**src/rtl/leaf_bridge_pkg.sv**
```systemverilog
// Shared types and helpers for the leaf stream bridge: run-control FSM states and
// the FIFO pointer-width helper used by every channel buffer.
package leaf_bridge_pkg;

    typedef enum logic [1:0] {
        ST_IDLE,
        ST_RUN,
        ST_DRAIN,
        ST_DONE
    } bridge_state_t;

    localparam int CNT_BITS = 32;

    // One extra pointer bit distinguishes full from empty when the indices match.
    function automatic int fifo_ptr_bits(input int depth);
        return $clog2(depth) + 1;
    endfunction

endpackage

```
**src/rtl/bridge_fifo.sv**
```systemverilog
// Per-channel first-word-fall-through FIFO with a registered producer-side ack,
// so there is no combinational path from the consumer ack back to the producer.
module bridge_fifo
    import leaf_bridge_pkg::*;
#(
    parameter int PAYLOAD_BITS = 32,
    parameter int FIFO_DEPTH   = 4
) (
    input  logic                    clk,
    input  logic                    reset_n,
    input  logic [PAYLOAD_BITS-1:0] in_data,
    input  logic                    in_vld,
    output logic                    in_ack,
    output logic [PAYLOAD_BITS-1:0] out_data,
    output logic                    out_vld,
    input  logic                    out_ack
);

    localparam int PW = fifo_ptr_bits(FIFO_DEPTH);
    localparam int AW = PW - 1;

    logic [PAYLOAD_BITS-1:0] mem [FIFO_DEPTH];
    logic [PW-1:0]           wr_ptr;
    logic [PW-1:0]           rd_ptr;
    logic [PW-1:0]           wr_ptr_nxt;
    logic [PW-1:0]           rd_ptr_nxt;
    logic                    empty;
    logic                    full_nxt;
    logic                    push;
    logic                    pop;
    logic                    in_ready;

    assign empty      = (wr_ptr == rd_ptr);
    assign push       = in_vld && in_ready;
    assign pop        = !empty && out_ack;
    assign wr_ptr_nxt = wr_ptr + PW'(push);
    assign rd_ptr_nxt = rd_ptr + PW'(pop);
    assign full_nxt   = (wr_ptr_nxt[PW-1] != rd_ptr_nxt[PW-1]) &&
                        (wr_ptr_nxt[AW-1:0] == rd_ptr_nxt[AW-1:0]);

    // Ready is held low through reset and rises on the first edge after release.
    // NOTE: sequential state uses non-blocking assignments so every flop samples pre-edge values.
    always_ff @(posedge clk or negedge reset_n) begin
        if (!reset_n) begin
            wr_ptr   <= '0;
            rd_ptr   <= '0;
            in_ready <= 1'b0;
        end else begin
            wr_ptr   <= wr_ptr_nxt;
            rd_ptr   <= rd_ptr_nxt;
            in_ready <= !full_nxt;
        end
    end

    // NOTE: storage is deliberately not reset; the pointers alone decide which entries are live.
    always_ff @(posedge clk) begin
        if (push) begin
            mem[wr_ptr[AW-1:0]] <= in_data;
        end
    end

    assign in_ack   = in_ready;
    assign out_vld  = !empty;
    assign out_data = mem[rd_ptr[AW-1:0]];

endmodule

```
**src/rtl/leaf_stream_bridge.sv**
```systemverilog
// Leaf-interface <-> kernel stream bridge: one FIFO per channel plus run-control FSM.
// Define LEAF_BRIDGE_WORD_CNT_EN to add per-channel transferred-word counters (in_cnt, out_cnt).
module leaf_stream_bridge
    import leaf_bridge_pkg::*;
#(
    parameter int NUM_IN_PORTS  = 1,
    parameter int NUM_OUT_PORTS = 1,
    parameter int PAYLOAD_BITS  = 32,
    parameter int FIFO_DEPTH    = 4
) (
    input  logic                                  clk,
    input  logic                                  reset_n,
    input  logic [NUM_IN_PORTS*PAYLOAD_BITS-1:0]  dout_leaf_interface2user,
    input  logic [NUM_IN_PORTS-1:0]               vld_interface2user,
    output logic [NUM_IN_PORTS-1:0]               ack_user2interface,
    output logic [NUM_IN_PORTS*PAYLOAD_BITS-1:0]  Input_V_V,
    output logic [NUM_IN_PORTS-1:0]               Input_V_V_ap_vld,
    input  logic [NUM_IN_PORTS-1:0]               Input_V_V_ap_ack,
    input  logic [NUM_OUT_PORTS*PAYLOAD_BITS-1:0] Output_V_V,
    input  logic [NUM_OUT_PORTS-1:0]              Output_V_V_ap_vld,
    output logic [NUM_OUT_PORTS-1:0]              Output_V_V_ap_ack,
    output logic [NUM_OUT_PORTS*PAYLOAD_BITS-1:0] din_leaf_user2interface,
    output logic [NUM_OUT_PORTS-1:0]              vld_user2interface,
    input  logic [NUM_OUT_PORTS-1:0]              ack_interface2user,
    input  logic                                  ap_start,
    output logic                                  kernel_ap_start,
    input  logic                                  kernel_ap_done,
    output logic                                  done,
    output logic                                  busy
`ifdef LEAF_BRIDGE_WORD_CNT_EN
    ,
    output logic [NUM_IN_PORTS*CNT_BITS-1:0]      in_cnt,
    output logic [NUM_OUT_PORTS*CNT_BITS-1:0]     out_cnt
`endif
);

    bridge_state_t state;
    bridge_state_t state_nxt;
    logic          out_all_empty;

    for (genvar i = 0; i < NUM_IN_PORTS; i++) begin : g_in
        bridge_fifo #(.PAYLOAD_BITS(PAYLOAD_BITS), .FIFO_DEPTH(FIFO_DEPTH)) u_fifo (
            .clk      (clk),
            .reset_n  (reset_n),
            .in_data  (dout_leaf_interface2user[i*PAYLOAD_BITS +: PAYLOAD_BITS]),
            .in_vld   (vld_interface2user[i]),
            .in_ack   (ack_user2interface[i]),
            .out_data (Input_V_V[i*PAYLOAD_BITS +: PAYLOAD_BITS]),
            .out_vld  (Input_V_V_ap_vld[i]),
            .out_ack  (Input_V_V_ap_ack[i])
        );
    end

    for (genvar i = 0; i < NUM_OUT_PORTS; i++) begin : g_out
        bridge_fifo #(.PAYLOAD_BITS(PAYLOAD_BITS), .FIFO_DEPTH(FIFO_DEPTH)) u_fifo (
            .clk      (clk),
            .reset_n  (reset_n),
            .in_data  (Output_V_V[i*PAYLOAD_BITS +: PAYLOAD_BITS]),
            .in_vld   (Output_V_V_ap_vld[i]),
            .in_ack   (Output_V_V_ap_ack[i]),
            .out_data (din_leaf_user2interface[i*PAYLOAD_BITS +: PAYLOAD_BITS]),
            .out_vld  (vld_user2interface[i]),
            .out_ack  (ack_interface2user[i])
        );
    end

    // An output FIFO presents valid exactly when it holds a word.
    assign out_all_empty = ~|vld_user2interface;

    always_ff @(posedge clk or negedge reset_n) begin
        if (!reset_n) begin
            state <= ST_IDLE;
        end else begin
            state <= state_nxt;
        end
    end

    always_comb begin
        // NOTE: every output of this block gets a default first, so no latch is inferred.
        state_nxt       = state;
        kernel_ap_start = 1'b0;
        busy            = 1'b0;
        done            = 1'b0;
        unique case (state)
            ST_IDLE: begin
                if (ap_start) state_nxt = ST_RUN;
            end
            ST_RUN: begin
                kernel_ap_start = 1'b1;
                busy            = 1'b1;
                if (kernel_ap_done) state_nxt = ST_DRAIN;
            end
            ST_DRAIN: begin
                busy = 1'b1;
                if (out_all_empty) state_nxt = ST_DONE;
            end
            ST_DONE: begin
                done      = 1'b1;
                state_nxt = ST_IDLE;
            end
            default: state_nxt = ST_IDLE;
        endcase
    end

`ifdef LEAF_BRIDGE_WORD_CNT_EN
    logic run_entry;
    assign run_entry = (state == ST_IDLE) && ap_start;

    // A transfer in the run-entry cycle counts as the first word of the new run.
    for (genvar i = 0; i < NUM_IN_PORTS; i++) begin : g_in_cnt
        logic [CNT_BITS-1:0] cnt;
        logic                xfer;
        assign xfer = Input_V_V_ap_vld[i] && Input_V_V_ap_ack[i];
        always_ff @(posedge clk or negedge reset_n) begin
            if (!reset_n)       cnt <= '0;
            else if (run_entry) cnt <= CNT_BITS'(xfer);
            else if (xfer)      cnt <= cnt + 1'b1;
        end
        assign in_cnt[i*CNT_BITS +: CNT_BITS] = cnt;
    end

    for (genvar i = 0; i < NUM_OUT_PORTS; i++) begin : g_out_cnt
        logic [CNT_BITS-1:0] cnt;
        logic                xfer;
        assign xfer = vld_user2interface[i] && ack_interface2user[i];
        always_ff @(posedge clk or negedge reset_n) begin
            if (!reset_n)       cnt <= '0;
            else if (run_entry) cnt <= CNT_BITS'(xfer);
            else if (xfer)      cnt <= cnt + 1'b1;
        end
        assign out_cnt[i*CNT_BITS +: CNT_BITS] = cnt;
    end
`endif

endmodule
```
**config.mk**
```make
export PLATFORM = sky130hd
export DESIGN_NAME = leaf_stream_bridge
export DESIGN_NICKNAME = d
export VERILOG_FILES = /design/src/rtl/leaf_bridge_pkg.sv /design/src/rtl/bridge_fifo.sv /design/src/rtl/leaf_stream_bridge.sv
export SDC_FILE = /design/constraint.sdc
export NUM_CORES = 1
export LEC_CHECK = 0
export CORE_MARGIN = 3
export CORE_UTILIZATION = 30
export DETAILED_ROUTE_END_ITERATION = 8
export PLACE_DENSITY = 0.47
export SLEW_MARGIN = 15
export SYNTH_ARGS = -nofsm -noshare
export SYNTH_HDL_FRONTEND = slang
export SYNTH_HIERARCHICAL = 1
export SYNTH_SLANG_ARGS = --single-unit
export TNS_END_PERCENT = 30
```
**constraint.sdc**
```tcl
create_clock -name clk -period 3.8 [get_ports clk]
set_input_delay 0.76 -clock clk [delete_from_list [all_inputs] [get_ports clk]]
set_output_delay 0.76 -clock clk [all_outputs]
set_load 0.02 [all_outputs]
```
==> impl_metrics.py <==
metrics = {
    "status": {
        "outcome": "completed",
    },
    "grt": {
        "grt_pass1_wl_mm": 31.1,
        "grt_max_degree": 35,
        "overflow": 0,
        "grt_use_total_pct": 11.2,
        "grt_pass1_vias": 5251,
        "antenna_found_initial": 0,
    },
    "die": {
        "chipWidth_um": 189,
        "core_area_mm2": 0.0329,
        "design.die.area_mm2": 0.0358,
        "rows": 66,
        "start_util_pct": 30.7,
        "top_level_ports": 143,
        "die_h_um": 189,
    },
    "layout": {
        "n_antenna_cell": 0,
        "nNetsFinal": 667,
        "layout_common_cells": "edfxtp_1 (256), clkdlybuf4s50_1 (142), mux4_2 (64)",
        "layout-drive-gt1-share_pct": 20.6,
        "syn2layout_area_growth_pct": 29.1,
        "final_common_cell": "edfxtp_1",
        "nFillCells": 3028,
        "finalNonFillerCells": 1043,
    },
    "synthesis": {
        "synth_top_area_share_pct": 76.2,
        "synth_top_family_by_area": "multiplexers",
        "synth_seq_cells": 272,
        "yosys-top-cells-area": "edfxtp_1 (76%), mux4_2 (14%), dfrtp_1 (4.0%)",
        "synthSimpleGateAreaFrac_pct": 1.02,
        "synth_compound_area_share_pct": 0.149,
        "synthMuxAreaShare_pct": 14.5,
        "synthesis.nets": 493,
        "avgSynthCellArea_um2": 24.7,
        "synth_cell_types": 21,
        "yosysWarnings": 6,
        "synthCells": 408,
        "syn_area_mm2": 0.0101,
        "yosys.area.top_type": "edfxtp_1",
        "ys_seq_area_share_pct": 80.2,
        "synthXorXnorAreaFrac_pct": 1.39,
        "synthAdderAreaFrac_pct": 1.61,
    },
    "sta": {
        "fin_skew_ns": 0.0184,
        "worst_slew_pin_slew_ns": 0.792,
        "setup_violations": 0,
        "grt_setup_unrepaired": "no",
        "relSlewSlack_pct": 47.0,
        "period_share_pct": 87.5,
        "max_freq_ghz": 0.301,
        "min_period_ns": 3.32,
        "drv_slew": 0,
        "hold_violations": 0,
        "hold_slack_ns": 0.519,
        "tns_ns": 0,
    },
    "power": {
        "peakVddDrop_mv": 0.381,
        "p_comb_share_pct": 36.5,
        "switching_share_pct": 30.9,
        "total_power_uw": 10500,
        "pwr-share-clk_pct": 23.7,
        "p_seq_share_pct": 39.9,
        "internal-power_uw": 7280,
        "p_switching_uw": 3250,
        "p_per_area_mw_per_mm2": 809,
        "power.leakage_uw": 0.00425,
    },
    "route": {
        "drtIter0Drc": 180,
        "drtPass1Iterations": 4,
        "vias": 4634,
        "drc": 0,
        "wl_per_cell_um": 19.3,
        "routed_wl_mm": 20.1,
        "via_per_inst": 4.44,
        "ant_nets": 0,
    },
    "clocking": {
        "cts_tree": "done",
        "cts_buffers": 30,
        "post_cts_resized": 0,
        "cts_setup_buffers": 0,
        "cts_hold_buf": 0,
        "cts_buffer_depth": 3,
        "clock_latency_ns": 0.54,
        "clk_pin_slew_ns": 0.06,
        "cts_sinks": 272,
        "htree_levels": 1,
        "cts-root-buf": "clkbuf_16",
    },
    "critical_path": {
        "path_class": "flop to output port",
        "arrival_ns": 2.56,
        "crit_chain": "buf_12 > mux4_2 > clkdlybuf4s50_1",
        "crit_path_max_fanout": 21,
        "worst_r2r_path_depth": 8,
        "end_kind": "output port",
        "start_kind": "flop",
        "slowest_delay_ns": 0.83,
        "cp.required_ns": 3.04,
        "critical-path-slowest-cell": "dfrtp_1",
    },
    "place": {
        "dpl.cell_count": 992,
        "hpwl_mm": 12.7,
        "gp_congestion": 0.677,
        "port_buffers": 142,
    },
    "job": {
        "drv_cap": 0,
    },
    "worst_hold_path": {
        "hold_class": "flop to flop",
        "worstHoldPathCells": 1,
    },
}
==> logic make-up after synthesis <==
kind of cell / count (synthesis)
compound gates: 1
flops: 272
fa+ha+maj: 13
buf+inv: 22
mux: 66
simple gates: 18
xor+xnor: 16
==> layer usage <==
layer  vias to the layer above  wire length (um)  share of wire, %  global-route usage, %
met5                         -                 0                 0                      0
met4                         0               295               1.5                   2.56
met3                        22              1140               5.7                   2.68
met2                       123             10000                50                   19.0
met1                      2429              8690                43                   14.8
li1                       2060                 -                 -                      -
==> power groups by stage <==
stage               Clock, uW  Sequential, uW  Combinational [uW]
global route             2710            4270                4110
global placement            0            4240                3940
CTS                      2580            4220                3960
floorplan                   0            4160                2360
detailed placement          0            4280                3940
finish                   2490            4200                3840
==> worst paths after layout <==
kind,startpoint,end,slack (ns)
max,g_out[0].u_fifo/rd_ptr[1],din_leaf_user2interface[24],0.48
min reg2reg,g_out[0].u_fifo/rd_ptr[2],g_out[0].u_fifo/rd_ptr[2],0.52
max reg2reg,g_out[0].u_fifo/rd_ptr[1],g_out[0].u_fifo/in_ack,1.16
min in group asynchronous,reset_n,g_out[0].u_fifo/in_ack,0.69
max in group asynchronous,reset_n,g_in[0].u_fifo/rd_ptr[0],2.56
min,g_out[0].u_fifo/rd_ptr[2],g_out[0].u_fifo/rd_ptr[2],0.52
==> synthesized netlist by cell type <==
cell type	number
nor2_1	1
dfrtp_1	16
nand2_1	3
and3_1	2
o221ai_2	1
nand3_1	2
buf_2	6
inv_1	6
clkbuf_1	4
and2_1	2
buf_4	6
mux2_1	1
mux4_2	64
nor3b_1	4
mux2i_1	1
ha_1	13
edfxtp_1	256
nor3_1	2
xor2_1	8
xnor2_1	8
or3_1	2
==> stage by stage <==
| step | setup WS [ns] | instance area, um^2 | utilization [%] |
|---|---|---|---|
| 2_1_floorplan | 0.0600 | 10100 | - |
| 3_3_place_gp | 1.02 | 12200 | 37.0 |
| 3_5_place_dp | 1.01 | 12200 | 37.0 |
| 4_1_cts | 0.422 | 13000 | 39.6 |
| 5_1_grt | 0.352 | 13000 | 39.6 |
| 6_report | 0.476 | 13000 | 39.6 |
==> state kept, by name, indices dropped and copies added, names as in the netlist <==
signal and flops:
g_out.u_fifo/in_ack 1, g_in.u_fifo/in_ack 1, g_out.u_fifo/rd_ptr 3, g_out.u_fifo/wr_ptr 3
g_in.u_fifo/mem 128, g_in.u_fifo/wr_ptr 3, state 2, g_out.u_fifo/mem 128
g_in.u_fifo/rd_ptr 3
==> area by class of cell <==
class	instances	area [um^2]	share of cell area [%]
flip-flops and latches	272	8090	62.1
repair buffers	158	1590	12.2
clock buffers	37	777	5.97
well taps	442	553	4.25
multi-input cells	114	1910	14.7
inverters	6	22.5	0.173
clock inverters	14	70.1	0.538
==> worst max-delay path, delay by kind of cell, from the launching register on <==
| kind | cells | cell delay, ns |
|---|---|---|
| buf+inv | 2 | 0.84 |
| mux | 1 | 0.34 |
| flops | 1 | 0.83 |
Power figures use the tool's default switching activity.
